`src/rtl/io_arbiter_if.sv`:
```
// Bundle of the two master ports and the device port of io_arbiter.
// The arbiter uses the slave view; the system or bench uses the master view.
interface io_arbiter_if #(
  parameter int D_WIDTH  = 34,
  parameter int PA_WIDTH = 4
);
  logic                m0_in_req_i;
  logic [PA_WIDTH-1:0] m0_in_addr_i;
  logic [D_WIDTH-1:0]  m0_in_data_o;
  logic                m0_in_ack_o;
  logic                m0_out_req_i;
  logic [PA_WIDTH-1:0] m0_out_addr_i;
  logic [D_WIDTH-1:0]  m0_out_data_i;
  logic                m0_out_ack_o;

  logic                m1_in_req_i;
  logic [PA_WIDTH-1:0] m1_in_addr_i;
  logic [D_WIDTH-1:0]  m1_in_data_o;
  logic                m1_in_ack_o;
  logic                m1_out_req_i;
  logic [PA_WIDTH-1:0] m1_out_addr_i;
  logic [D_WIDTH-1:0]  m1_out_data_i;
  logic                m1_out_ack_o;

  logic                in_req_o;
  logic [PA_WIDTH-1:0] in_addr_o;
  logic [D_WIDTH-1:0]  in_data_i;
  logic                in_ack_i;
  logic                out_req_o;
  logic [PA_WIDTH-1:0] out_addr_o;
  logic [D_WIDTH-1:0]  out_data_o;
  logic                out_ack_i;

  modport slave (
    input  m0_in_req_i, m0_in_addr_i, m0_out_req_i, m0_out_addr_i, m0_out_data_i,
    input  m1_in_req_i, m1_in_addr_i, m1_out_req_i, m1_out_addr_i, m1_out_data_i,
    output m0_in_data_o, m0_in_ack_o, m0_out_ack_o,
    output m1_in_data_o, m1_in_ack_o, m1_out_ack_o,
    input  in_data_i, in_ack_i, out_ack_i,
    output in_req_o, in_addr_o, out_req_o, out_addr_o, out_data_o
  );

  modport master (
    output m0_in_req_i, m0_in_addr_i, m0_out_req_i, m0_out_addr_i, m0_out_data_i,
    output m1_in_req_i, m1_in_addr_i, m1_out_req_i, m1_out_addr_i, m1_out_data_i,
    input  m0_in_data_o, m0_in_ack_o, m0_out_ack_o,
    input  m1_in_data_o, m1_in_ack_o, m1_out_ack_o,
    output in_data_i, in_ack_i, out_ack_i,
    input  in_req_o, in_addr_o, out_req_o, out_addr_o, out_data_o
  );
endinterface

```
`src/rtl/io_arbiter.sv`:
```
// Two-master round-robin arbiter in front of the I/O device port.
// Read and write channels are independent IDLE/BUSY/RESP state machines.
module io_arbiter #(
  parameter int D_WIDTH  = 34,
  parameter int PA_WIDTH = 4
) (
  input logic         clk,
  input logic         reset_i,
  io_arbiter_if.slave bus
);

  localparam logic [1:0] IDLE = 2'd0;
  localparam logic [1:0] BUSY = 2'd1;
  localparam logic [1:0] RESP = 2'd2;

  logic [1:0]          in_state;
  logic                in_prio;
  logic                in_gnt;
  logic                in_req_q;
  logic [PA_WIDTH-1:0] in_addr_q;
  logic [D_WIDTH-1:0]  in_data_q;
  logic                in_ack0_q;
  logic                in_ack1_q;
  logic                in_pick;

  logic [1:0]          out_state;
  logic                out_prio;
  logic                out_gnt;
  logic                out_req_q;
  logic [PA_WIDTH-1:0] out_addr_q;
  logic [D_WIDTH-1:0]  out_data_q;
  logic                out_ack0_q;
  logic                out_ack1_q;
  logic                out_pick;

  // A lone requester wins outright; on a tie the priority pointer decides.
  assign in_pick  = (bus.m0_in_req_i && bus.m1_in_req_i) ? in_prio : bus.m1_in_req_i;
  assign out_pick = (bus.m0_out_req_i && bus.m1_out_req_i) ? out_prio : bus.m1_out_req_i;

  // Read channel
  always_ff @(posedge clk or posedge reset_i) begin
    if (reset_i) begin
      in_state  <= IDLE;
      in_prio   <= 1'b0;
      in_gnt    <= 1'b0;
      in_req_q  <= 1'b0;
      in_addr_q <= '0;
      in_data_q <= '0;
      in_ack0_q <= 1'b0;
      in_ack1_q <= 1'b0;
    end else begin
      case (in_state)
        IDLE: begin
          if (bus.m0_in_req_i || bus.m1_in_req_i) begin
            in_gnt    <= in_pick;
            in_addr_q <= in_pick ? bus.m1_in_addr_i : bus.m0_in_addr_i;
            in_req_q  <= 1'b1;
            in_state  <= BUSY;
          end
        end
        BUSY: begin
          if (bus.in_ack_i) begin
            in_req_q  <= 1'b0;
            in_ack0_q <= ~in_gnt;
            in_ack1_q <= in_gnt;
            in_data_q <= bus.in_data_i;
            in_prio   <= ~in_gnt;
            in_state  <= RESP;
          end
        end
        RESP: begin
          in_ack0_q <= 1'b0;
          in_ack1_q <= 1'b0;
          in_state  <= IDLE;
        end
        default: in_state <= IDLE;
      endcase
    end
  end

  // Write channel
  always_ff @(posedge clk or posedge reset_i) begin
    if (reset_i) begin
      out_state  <= IDLE;
      out_prio   <= 1'b0;
      out_gnt    <= 1'b0;
      out_req_q  <= 1'b0;
      out_addr_q <= '0;
      out_data_q <= '0;
      out_ack0_q <= 1'b0;
      out_ack1_q <= 1'b0;
    end else begin
      case (out_state)
        IDLE: begin
          if (bus.m0_out_req_i || bus.m1_out_req_i) begin
            out_gnt    <= out_pick;
            out_addr_q <= out_pick ? bus.m1_out_addr_i : bus.m0_out_addr_i;
            out_data_q <= out_pick ? bus.m1_out_data_i : bus.m0_out_data_i;
            out_req_q  <= 1'b1;
            out_state  <= BUSY;
          end
        end
        BUSY: begin
          if (bus.out_ack_i) begin
            out_req_q  <= 1'b0;
            out_ack0_q <= ~out_gnt;
            out_ack1_q <= out_gnt;
            out_prio   <= ~out_gnt;
            out_state  <= RESP;
          end
        end
        RESP: begin
          out_ack0_q <= 1'b0;
          out_ack1_q <= 1'b0;
          out_state  <= IDLE;
        end
        default: out_state <= IDLE;
      endcase
    end
  end

  assign bus.in_req_o     = in_req_q;
  assign bus.in_addr_o    = in_addr_q;
  assign bus.m0_in_data_o = in_data_q;
  assign bus.m1_in_data_o = in_data_q;
  assign bus.m0_in_ack_o  = in_ack0_q;
  assign bus.m1_in_ack_o  = in_ack1_q;

  assign bus.out_req_o    = out_req_q;
  assign bus.out_addr_o   = out_addr_q;
  assign bus.out_data_o   = out_data_q;
  assign bus.m0_out_ack_o = out_ack0_q;
  assign bus.m1_out_ack_o = out_ack1_q;

endmodule

```
`src/flat_wrapper.sv`:
```
// flat-port wrapper written by rule: the top's interface ports become plain ports
module io_arbiter_flat 
#(
  parameter int D_WIDTH  = 34,
  parameter int PA_WIDTH = 4
)
  (clk, reset_i, bus_m0_in_req_i, bus_m0_in_addr_i, bus_m0_out_req_i, bus_m0_out_addr_i, bus_m0_out_data_i, bus_m1_in_req_i, bus_m1_in_addr_i, bus_m1_out_req_i, bus_m1_out_addr_i, bus_m1_out_data_i, bus_m0_in_data_o, bus_m0_in_ack_o, bus_m0_out_ack_o, bus_m1_in_data_o, bus_m1_in_ack_o, bus_m1_out_ack_o, bus_in_data_i, bus_in_ack_i, bus_out_ack_i, bus_in_req_o, bus_in_addr_o, bus_out_req_o, bus_out_addr_o, bus_out_data_o);
  io_arbiter_if #(.D_WIDTH(D_WIDTH), .PA_WIDTH(PA_WIDTH)) bus_i ();
  input logic clk;
  input logic reset_i;
  input wire logic [$bits(bus_i.m0_in_req_i)-1:0] bus_m0_in_req_i;
  input wire logic [$bits(bus_i.m0_in_addr_i)-1:0] bus_m0_in_addr_i;
  input wire logic [$bits(bus_i.m0_out_req_i)-1:0] bus_m0_out_req_i;
  input wire logic [$bits(bus_i.m0_out_addr_i)-1:0] bus_m0_out_addr_i;
  input wire logic [$bits(bus_i.m0_out_data_i)-1:0] bus_m0_out_data_i;
  input wire logic [$bits(bus_i.m1_in_req_i)-1:0] bus_m1_in_req_i;
  input wire logic [$bits(bus_i.m1_in_addr_i)-1:0] bus_m1_in_addr_i;
  input wire logic [$bits(bus_i.m1_out_req_i)-1:0] bus_m1_out_req_i;
  input wire logic [$bits(bus_i.m1_out_addr_i)-1:0] bus_m1_out_addr_i;
  input wire logic [$bits(bus_i.m1_out_data_i)-1:0] bus_m1_out_data_i;
  output wire logic [$bits(bus_i.m0_in_data_o)-1:0] bus_m0_in_data_o;
  output wire logic [$bits(bus_i.m0_in_ack_o)-1:0] bus_m0_in_ack_o;
  output wire logic [$bits(bus_i.m0_out_ack_o)-1:0] bus_m0_out_ack_o;
  output wire logic [$bits(bus_i.m1_in_data_o)-1:0] bus_m1_in_data_o;
  output wire logic [$bits(bus_i.m1_in_ack_o)-1:0] bus_m1_in_ack_o;
  output wire logic [$bits(bus_i.m1_out_ack_o)-1:0] bus_m1_out_ack_o;
  input wire logic [$bits(bus_i.in_data_i)-1:0] bus_in_data_i;
  input wire logic [$bits(bus_i.in_ack_i)-1:0] bus_in_ack_i;
  input wire logic [$bits(bus_i.out_ack_i)-1:0] bus_out_ack_i;
  output wire logic [$bits(bus_i.in_req_o)-1:0] bus_in_req_o;
  output wire logic [$bits(bus_i.in_addr_o)-1:0] bus_in_addr_o;
  output wire logic [$bits(bus_i.out_req_o)-1:0] bus_out_req_o;
  output wire logic [$bits(bus_i.out_addr_o)-1:0] bus_out_addr_o;
  output wire logic [$bits(bus_i.out_data_o)-1:0] bus_out_data_o;
  assign bus_i.m0_in_req_i = bus_m0_in_req_i;
  assign bus_i.m0_in_addr_i = bus_m0_in_addr_i;
  assign bus_i.m0_out_req_i = bus_m0_out_req_i;
  assign bus_i.m0_out_addr_i = bus_m0_out_addr_i;
  assign bus_i.m0_out_data_i = bus_m0_out_data_i;
  assign bus_i.m1_in_req_i = bus_m1_in_req_i;
  assign bus_i.m1_in_addr_i = bus_m1_in_addr_i;
  assign bus_i.m1_out_req_i = bus_m1_out_req_i;
  assign bus_i.m1_out_addr_i = bus_m1_out_addr_i;
  assign bus_i.m1_out_data_i = bus_m1_out_data_i;
  assign bus_m0_in_data_o = bus_i.m0_in_data_o;
  assign bus_m0_in_ack_o = bus_i.m0_in_ack_o;
  assign bus_m0_out_ack_o = bus_i.m0_out_ack_o;
  assign bus_m1_in_data_o = bus_i.m1_in_data_o;
  assign bus_m1_in_ack_o = bus_i.m1_in_ack_o;
  assign bus_m1_out_ack_o = bus_i.m1_out_ack_o;
  assign bus_i.in_data_i = bus_in_data_i;
  assign bus_i.in_ack_i = bus_in_ack_i;
  assign bus_i.out_ack_i = bus_out_ack_i;
  assign bus_in_req_o = bus_i.in_req_o;
  assign bus_in_addr_o = bus_i.in_addr_o;
  assign bus_out_req_o = bus_i.out_req_o;
  assign bus_out_addr_o = bus_i.out_addr_o;
  assign bus_out_data_o = bus_i.out_data_o;
  io_arbiter #(.D_WIDTH(D_WIDTH), .PA_WIDTH(PA_WIDTH)) u_core (.clk(clk), .reset_i(reset_i), .bus(bus_i));
endmodule
```
`config.mk`:
```
export PLATFORM = sky130hd
export DESIGN_NAME = io_arbiter_flat
export DESIGN_NICKNAME = d
export VERILOG_FILES = /design/src/rtl/io_arbiter_if.sv /design/src/rtl/io_arbiter.sv /design/src/flat_wrapper.sv
export SDC_FILE = /design/constraint.sdc
export NUM_CORES = 1
export LEC_CHECK = 0
export ABC_CLOCK_PERIOD_IN_PS = 2850
export BUFFER_PORTS_ARGS = -buffer_cell sky130_fd_sc_hd__buf_2
export CAP_MARGIN = 20
export CORE_MARGIN = 1
export CORE_UTILIZATION = 41
export CTS_BUF_LIST = sky130_fd_sc_hd__clkbuf_2
export CTS_CLUSTER_DIAMETER = 50
export DETAILED_ROUTE_END_ITERATION = 8
export PLACE_DENSITY = 0.85
export SLEW_MARGIN = 0
export SYNTH_ARGS = -nofsm -noshare
export SYNTH_HDL_FRONTEND = slang
export SYNTH_SLANG_ARGS = --single-unit
```
`constraint.sdc`:
```
create_clock -name clk -period 2.85 [get_ports clk]
set_input_delay 0.4275 -clock clk [delete_from_list [all_inputs] [get_ports clk]]
set_output_delay 0.4275 -clock clk [all_outputs]
set_load 0.01 [all_outputs]
```
Word-level counts from Yosys, hierarchy flattened
Index checks and enable logic that the tools add are counted.
{"block": "word_totals", "out_inout_bits": 116, "regBits": 90}
{"block": "op_classes", "eq_ne": 8, "n_reduce_logical": 20, "bitwise": 2, "n_mux": 25}
{"operator": "34-bit 2-to-1 mux", "count": 1}
{"operator": "2-bit AND reduction", "count": 8}
{"operator": "1-bit case mux with 2 select lines", "count": 6}
{"operator": "1-bit 2-to-1 mux", "count": 10}
{"operator": "2-bit 2-to-1 mux", "count": 4}
{"operator": "4-bit 2-to-1 mux", "count": 2}
{"operator": "2-bit case mux with 2 select lines", "count": 2}
{"operator": "2-bit nonzero test", "count": 4}
{"operator": "3-bit AND reduction", "count": 2}
{"operator": "2-bit by 1-bit == test with 1-bit output (second input constant)", "count": 2}
{"operator": "2-bit == test (second input constant)", "count": 2}
{"operator": "2-bit logical NOT", "count": 2}
{"operator": "2-bit by 1-bit != test with 1-bit output (second input constant)", "count": 2}
{"operator": "2-bit != test (second input constant)", "count": 2}
{"operator": "1-bit logical AND", "count": 2}
{"operator": "1-bit logical OR", "count": 2}
{"operator": "1-bit inverter", "count": 2}

Logic depth before layout (Yosys ltp)
Gate-level depths: netlist of run 1.
{"block": "logic_depth", "ltp_word": 3, "mapped_depth": 6, "ltp_nobuf": 3}

Least setup slack after synthesis of run 1
Ideal clock, no wire load.
{"block": "synth_timing", "path_type": "reg-to-reg", "startpoint": "register u_core.in_state[1]", "endpoint": "register u_core.in_data_q[10], in the netlist u_core.bus.m0_in_data_o[10]", "path_buffers": 2, "slack_ps": 1492, "path_stages_with_launch": 5, "setup_ps": 125, "arrival_time_ps": 1233, "required_time_ps": 2725, "cell_sequence": "dfrtp_1 -> nand3b_1 -> buf_4 -> buf_2 -> mux2_2"}
{"block": "synth_via", "elab_chain_len": 2}
{"item": "from (decl)", "line": "io_arbiter.sv:16", "text": "logic [1:0] in_state;"}
{"item": "from (signal assigned)", "line": "io_arbiter.sv:43", "text": "in_state <= IDLE;"}
{"item": "from (signal assigned)", "line": "io_arbiter.sv:58", "text": "in_state <= BUSY;"}
{"item": "from (signal assigned)", "line": "io_arbiter.sv:68", "text": "in_state <= RESP;"}
{"item": "2-bit by 1-bit == test with 1-bit output", "line": "io_arbiter.sv:52", "text": "case (in_state)"}
{"item": "2-bit AND reduction (no line)"}
{"item": "to (signal assigned)", "line": "io_arbiter.sv:66", "text": "in_data_q <= bus.in_data_i;"}
{"item": "to (decl)", "line": "io_arbiter.sv:21", "text": "logic [D_WIDTH-1:0] in_data_q;"}
No other way between the ends.
A chain may end at the register's enable or synchronous reset.

Final worst setup path of run 1
{"block": "layout_timing", "startpoint": "register u_core.out_prio", "endpoint": "register u_core.out_data_q[4], in the netlist u_core.bus.out_data_o[4]"}
{"block": "layout_via", "elab_chain_len": 2}
{"item": "from (decl)", "line": "io_arbiter.sv:27", "text": "logic out_prio;"}
{"item": "from (signal assigned)", "line": "io_arbiter.sv:108", "text": "out_prio <= ~out_gnt;"}
{"item": "1-bit 2-to-1 mux", "line": "io_arbiter.sv:38", "text": "assign out_pick = (bus.m0_out_req_i && bus.m1_out_req_i) ? out_prio : bus.m1_out_req_i;"}
{"item": "34-bit 2-to-1 mux", "line": "io_arbiter.sv:98", "text": "out_data_q <= out_pick ? bus.m1_out_data_i : bus.m0_out_data_i;"}
{"item": "to (signal assigned)", "line": "io_arbiter.sv:98"}
{"item": "to (decl)", "line": "io_arbiter.sv:31", "text": "logic [D_WIDTH-1:0] out_data_q;"}
No other way between the ends.

==> flow_summary.yaml, run 1 <==
place:
  dp.cells: 726
  hpwl_um: 8960
  post-place-ws_ps: 819
  portBuffers: 241
  dpl_cell_area_sq_um: 5270
  gp_congestion: 0.805
sta:
  hold_viol_final: 0
  final_max_slew_viol_count: 0
  min_period_ps: 1910
  setup_viol: 0
  whs_ps: 111
  period_share_pct: 67.0
  fin_ws_ps: 941
  finalSetupTns_ps: 0
  fmax_mhz: 524
  worst_pin_slew_ps: 911
  rsz0062_at_grt: "no"
  skew_ps: 24.7
  slew-limit-headroom_pct: 39.0
critical_path:
  worstPathArrival_ps: 2370
  rrSetupSlack_ps: 940
  required_ps: 3310
  cpPeakStageDelay_ps: 720
  cp_slowest_cell: "nor2b_2"
  worstReg2RegEnd: "u_core.bus.out_data_o[4]"
  cp_cell_sequence: "nor2b_2 -> buf_4 -> o21ai_0 -> a31oi_1"
  rr_worst_depth: 4
  cp_num_cells: 4
  worst_setup_path_start_kind: "flip-flop"
  critPathMaxFanout: 25
  critical-path-top-delay-family: "simple AND/OR/NAND/NOR gates"
  timing.rr.start: "u_core.out_prio"
  path_buf_inv: 1
  end_kind: "flip-flop"
  crit_start: "u_core.out_prio"
  endpoint: "u_core.bus.out_data_o[4]"
  setup.worst_path.class: "flip-flop to flip-flop"
power_and_ir_drop:
  power_frac_seq_pct: 40.6
  p_comb_share_pct: 48.4
  swShare_pct: 41.9
  power.total_mw: 5.75
  vdd_drop_max_uv: 496
  p_per_area_nw_per_um2: 1070
  power_frac_clock_pct: 11.0
  leakagePower_nw: 2.62
  p_int_mw: 3.34
  p_sw_mw: 2.41
worst_hold_path:
  hold_class: "primary input to flip-flop"
synthesis:
  synth_cells: 411
  ys_warn_count: 0
  synth_commonest_cells: "90 x dfrtp_1, 46 x o21ai_0, 44 x a21oi_1, 44 x nand3_1, 42 x a31oi_1"
  yosysMostFrequentCell: "dfrtp_1"
  async_flop_share_pct: 100
  yosysTopAreaCell: "dfrtp_1"
  synth.avg_cell_area_sq_um: 10.3
  synth-seq-cells: 90
  synthFlopType: "dfrtp_1"
  seq_area_frac_synth_pct: 53.4
  syn_nets: 537
  syn_area_sq_um: 4220
  yosysTopAreaCellShare_pct: 53.4
  synth_area_leaders: "dfrtp_1 53%, mux2_2 9.1%, buf_4 6.4%, a31oi_1 6.2%, o21ai_0 5.5%"
  synth-edff-count: 0
  synth.distinct_cells: 24
grt:
  grt_pass1_vias: 3633
  grt_max_degree: 54
  grtUsageTotal_pct: 21.8
  antenna_found_initial: 0
  overflow: 0
  grt_pass1_wl_um: 17600
clock_network:
  cts_tree: "yes"
  cts_root_buf: "clkbuf_2"
  clockBufferDepth: 2
  cts_buffers: 9
  ctsResizeCount: 0
  insertion_delay_ps: 520
  cts_sinks: 90
  h-tree-depth: 3
  postCtsSetupBuffers: 0
  path_clk_slew_ps: 250
  cts_hold_buf: 1
outcome:
  status: "finished clean"
route:
  vias: 3978
  wirelength_um: 11700
  drcViolationCount: 0
  detail_route.iter0.violations: 158
  wl_per_cell_um: 15.8
  drtPass1Iterations: 4
  vias_per_cell: 5.35
  ant_nets: 0
final_layout:
  areaGrowthSynthToFinish_pct: 27.9
  drive_gt1_share_pct: 50.0
  fillers: 880
  final_util_pct: 54.7
  finalInstanceArea_sq_um: 5400
  diodes: 0
  nNetsFinal: 731
  layout.cells.non_filler: 743
floorplan:
  core.rowCount: 36
  die_w_um: 103
  die-area_sq_um: 10700
  io-pin-count: 242
  chipHeight_um: 103
  core-area_sq_um: 9860
  initial_core_util_pct: 42.8
run:
  maxCapViolations: 0
metal layers:
metal	global-route usage, %	vias to the layer above	part of all wire [%]
met1	25.1	1892	38
met4	11.1	0	2.8
met5	0	-	0
li1	-	1844	-
met3	4.10	28	7.3
met2	38.8	214	52
sequential cells by signal, indices dropped and copies added (netlist names):
signal                   count
u_core.bus.in_req_o          1
u_core.out_gnt               1
u_core.out_prio              1
u_core.bus.in_addr_o         4
u_core.out_state             2
u_core.bus.m1_out_ack_o      1
u_core.in_prio               1
u_core.bus.m0_out_ack_o      1
u_core.bus.m0_in_data_o     34
u_core.bus.m1_in_ack_o       1
u_core.in_gnt                1
u_core.bus.out_req_o         1
u_core.bus.out_addr_o        4
u_core.bus.m0_in_ack_o       1
u_core.in_state              2
u_core.bus.out_data_o       34
worst register-to-register path, delay by kind of cell, from the launching register on:
family	cells	cell delay (ps)
AND/OR/NAND/NOR	1	720
flip-flops	1	460
AO/OA/AOI/OAI	2	350
buffers and inverters	1	330
worst min path at each step:
stage / startpoint / to / slack [ps] / depth (start not counted)
floorplan: u_core.out_gnt / u_core.out_prio / 450 / 1
finish: bus_in_data_i[21] / u_core.bus.m0_in_data_o[21] / 110 / 2
CTS: bus_in_data_i[3] / u_core.bus.m0_in_data_o[3] / 50 / 2
global placement: u_core.bus.out_req_o / u_core.bus.out_req_o / 460 / 2
global route: bus_in_data_i[33] / u_core.bus.m0_in_data_o[33] / 40 / 2
detailed placement: u_core.bus.out_req_o / u_core.bus.out_req_o / 470 / 2
cell usage in the layout (no fill, tap or decap), types with 2 or more instances in the layout:
cell,n
o21ai_0,46
nand3b_1,2
nor2b_1,2
clkbuf_2,9
nand3_1,44
a22o_1,6
a21oi_1,44
buf_4,7
nand2_1,10
and2_1,2
mux2_2,34
buf_12,2
dfrtp_1,90
clkinv_2,4
o21ai_1,4
clkinvlp_4,2
nand2b_1,5
buf_2,241
inv_1,5
a31oi_1,42
power groups by stage:
stage               Sequential [mW]  Combinational, mW  Clock (mW)
finish                         2.34               2.78       0.632
global route                   2.43               3.07       0.701
CTS                            2.33               2.80       0.653
detailed placement             2.36               2.81           0
global placement               2.33               2.71           0
floorplan                      2.59               1.64           0
kinds of logic (layout without fill, tap and decap cells):
family	after synthesis	count (layout)	synth area share, %
buffers and inverters	75	274	10.5
AND/OR/NAND/NOR	70	70	8.42
flip-flops	90	90	53.4
AO/OA/AOI/OAI	142	142	18.6
multiplexers	34	34	9.07
layout make-up:
class	instances	area (sq um)	share of cell area, %
Inverter	7	27.5	0.510
Clock inverter	7	68.8	1.27
Tap cell	133	166	3.08
Sequential cell	90	2250	41.7
Clock buffer	9	45.0	0.834
Multi-Input combinational cell	246	1530	28.3
Timing Repair Buffer	251	1310	24.2
Note: power is estimated with default switching activity, not from simulation.
==> run 2, diff against run 1 <==
--- a/config.mk
+++ b/config.mk
@@ -5,7 +5,7 @@
 export SDC_FILE = /design/constraint.sdc
 export NUM_CORES = 1
 export LEC_CHECK = 0
-export ABC_CLOCK_PERIOD_IN_PS = 2850
+export ABC_CLOCK_PERIOD_IN_PS = 1600
 export BUFFER_PORTS_ARGS = -buffer_cell sky130_fd_sc_hd__buf_2
 export CAP_MARGIN = 20
 export CORE_MARGIN = 1
==> constraint.sdc (replaced) <==
create_clock -name clk -period 1.6 [get_ports clk]
set_input_delay 0.24 -clock clk [delete_from_list [all_inputs] [get_ports clk]]
set_output_delay 0.24 -clock clk [all_outputs]
set_load 0.01 [all_outputs]
==> flow_summary.yaml, run 2 (synthesized netlist as in run 1, its figures left out) <==
outcome:
  status: "finished clean"
grt:
  grtUsageTotal_pct: 29.9
  grt_pass1_wl_um: 23900
  grt_max_degree: 91
  overflow: 0
  antenna_found_initial: 0
  grt_pass1_vias: 4808
place:
  post-place-ws_ps: 288
  dpl_cell_area_sq_um: 5320
  portBuffers: 241
  gp_congestion: 0.766
  hpwl_um: 8730
route:
  detail_route.iter0.violations: 265
  wirelength_um: 15800
  vias: 4783
  wl_per_cell_um: 18.2
  drtPass1Iterations: 8
  vias_per_cell: 5.52
  ant_nets: 0
  drcViolationCount: 0
clock_network:
  cts_sinks: 90
  cts_tree: "yes"
  cts_buffers: 9
  insertion_delay_ps: 530
  postCtsSetupBuffers: 0
  ctsResizeCount: 0
  clockBufferDepth: 2
  path_clk_slew_ps: 250
  cts_root_buf: "clkbuf_2"
  h-tree-depth: 3
power_and_ir_drop:
  p_per_area_nw_per_um2: 1620
  power.total_mw: 10.8
  vdd_drop_max_uv: 874
  leakagePower_nw: 3.15
sta:
  finalSetupTns_ps: 0
  setup_viol: 0
  worst_pin_slew_ps: 608
  fin_ws_ps: 193
  skew_ps: 23.6
  min_period_ps: 1410
  rsz0062_at_grt: "no"
  fmax_mhz: 711
  period_share_pct: 87.9
  final_max_slew_viol_count: 0
  hold_viol_final: 0
  slew-limit-headroom_pct: 59.4
worst_hold_path:
  hold_class: "primary input to flip-flop"
  min_path_cells: 4
run:
  maxCapViolations: 0
critical_path:
  end_kind: "output port"
  rr_worst_depth: 3
  cp_cell_sequence: "buf_2"
  path_buf_inv: 1
  rrSetupSlack_ps: 210
  cp_num_cells: 1
  cp_slowest_cell: "dfrtp_1"
  cpPeakStageDelay_ps: 480
  worstPathArrival_ps: 1170
  required_ps: 1360
  setup.worst_path.class: "flip-flop to output port"
  critPathMaxFanout: 3
  critical-path-top-delay-family: "flip-flops"
  worst_setup_path_start_kind: "flip-flop"
floorplan:
  core.rowCount: 36
  initial_core_util_pct: 42.8
  core-area_sq_um: 9860
  chipHeight_um: 103
  die_w_um: 103
  die-area_sq_um: 10700
  io-pin-count: 242
final_layout:
  final_cell_mix: "241 x buf_2, 122 x dlygate4sd3_1, 90 x dfrtp_1, 46 x o21ai_0"
  areaGrowthSynthToFinish_pct: 57.8
  final_common_cell: "buf_2"
  drive_gt1_share_pct: 41.8
  nNetsFinal: 855
  final_util_pct: 67.5
  diodes: 0
  finalInstanceArea_sq_um: 6660
==> run 2: worst register-to-register path: cells and delay by family (launching register included) <==
family	cells	cell delay (ps)
DFF	1	490
AOI/OAI and AO/OA	1	120
and+or+nand+nor	2	700
==> run 2: power breakdown <==
part | internal [mW] | switching (mW) | leakage [nW] | total [mW]
sequential | 3.40 | 0.810 | 1.04 | 4.21
combinational | 2.46 | 2.97 | 2.04 | 5.42
clock | 0.359 | 0.776 | 0.0697 | 1.14
==> run 2: worst paths after layout <==
kind,end,start
min in group asynchronous,u_core.bus.m0_in_data_o[22],reset_i
max reg2reg,u_core.bus.in_addr_o[2],u_core.in_state[1]
max,bus_m1_in_data_o[0],u_core.bus.m0_in_data_o[0]
min,u_core.bus.in_req_o,bus_m0_in_req_i
max in group asynchronous,u_core.bus.out_req_o,reset_i
min reg2reg,u_core.bus.out_req_o,u_core.bus.out_req_o
==> run 2: area by class of cell <==
type | count | area (sq um)
Clock inverter | 7 | 68.8
Tap cell | 133 | 166
Clock buffer | 9 | 45.0
Timing Repair Buffer | 375 | 2570
Inverter | 7 | 30.0
Multi-Input combinational cell | 246 | 1530
Fill cell | 668 | 3210
Sequential cell | 90 | 2250
==> run 2: timing repair <==
item,CTS,global route
endpoints found under the hold margin,170,0
hold buffers,122,0
setup endpoints to repair,0,0
==> run 2: per-layer routing <==
metal / part of all wire, % / global-route usage, %
met1: 35 / 33.2
met2: 49 / 49.1
met3: 10 / 8.27
met4: 5.7 / 22.3
met5: 0 / 0
==> run 2: per-stage QoR <==
step | cells | hold WS, ps
finish | 867 | 186
CTS | 867 | 82.4
global route | 867 | 126
floorplan | 411 | 347
global placement | 729 | 407
detailed placement | 729 | 420
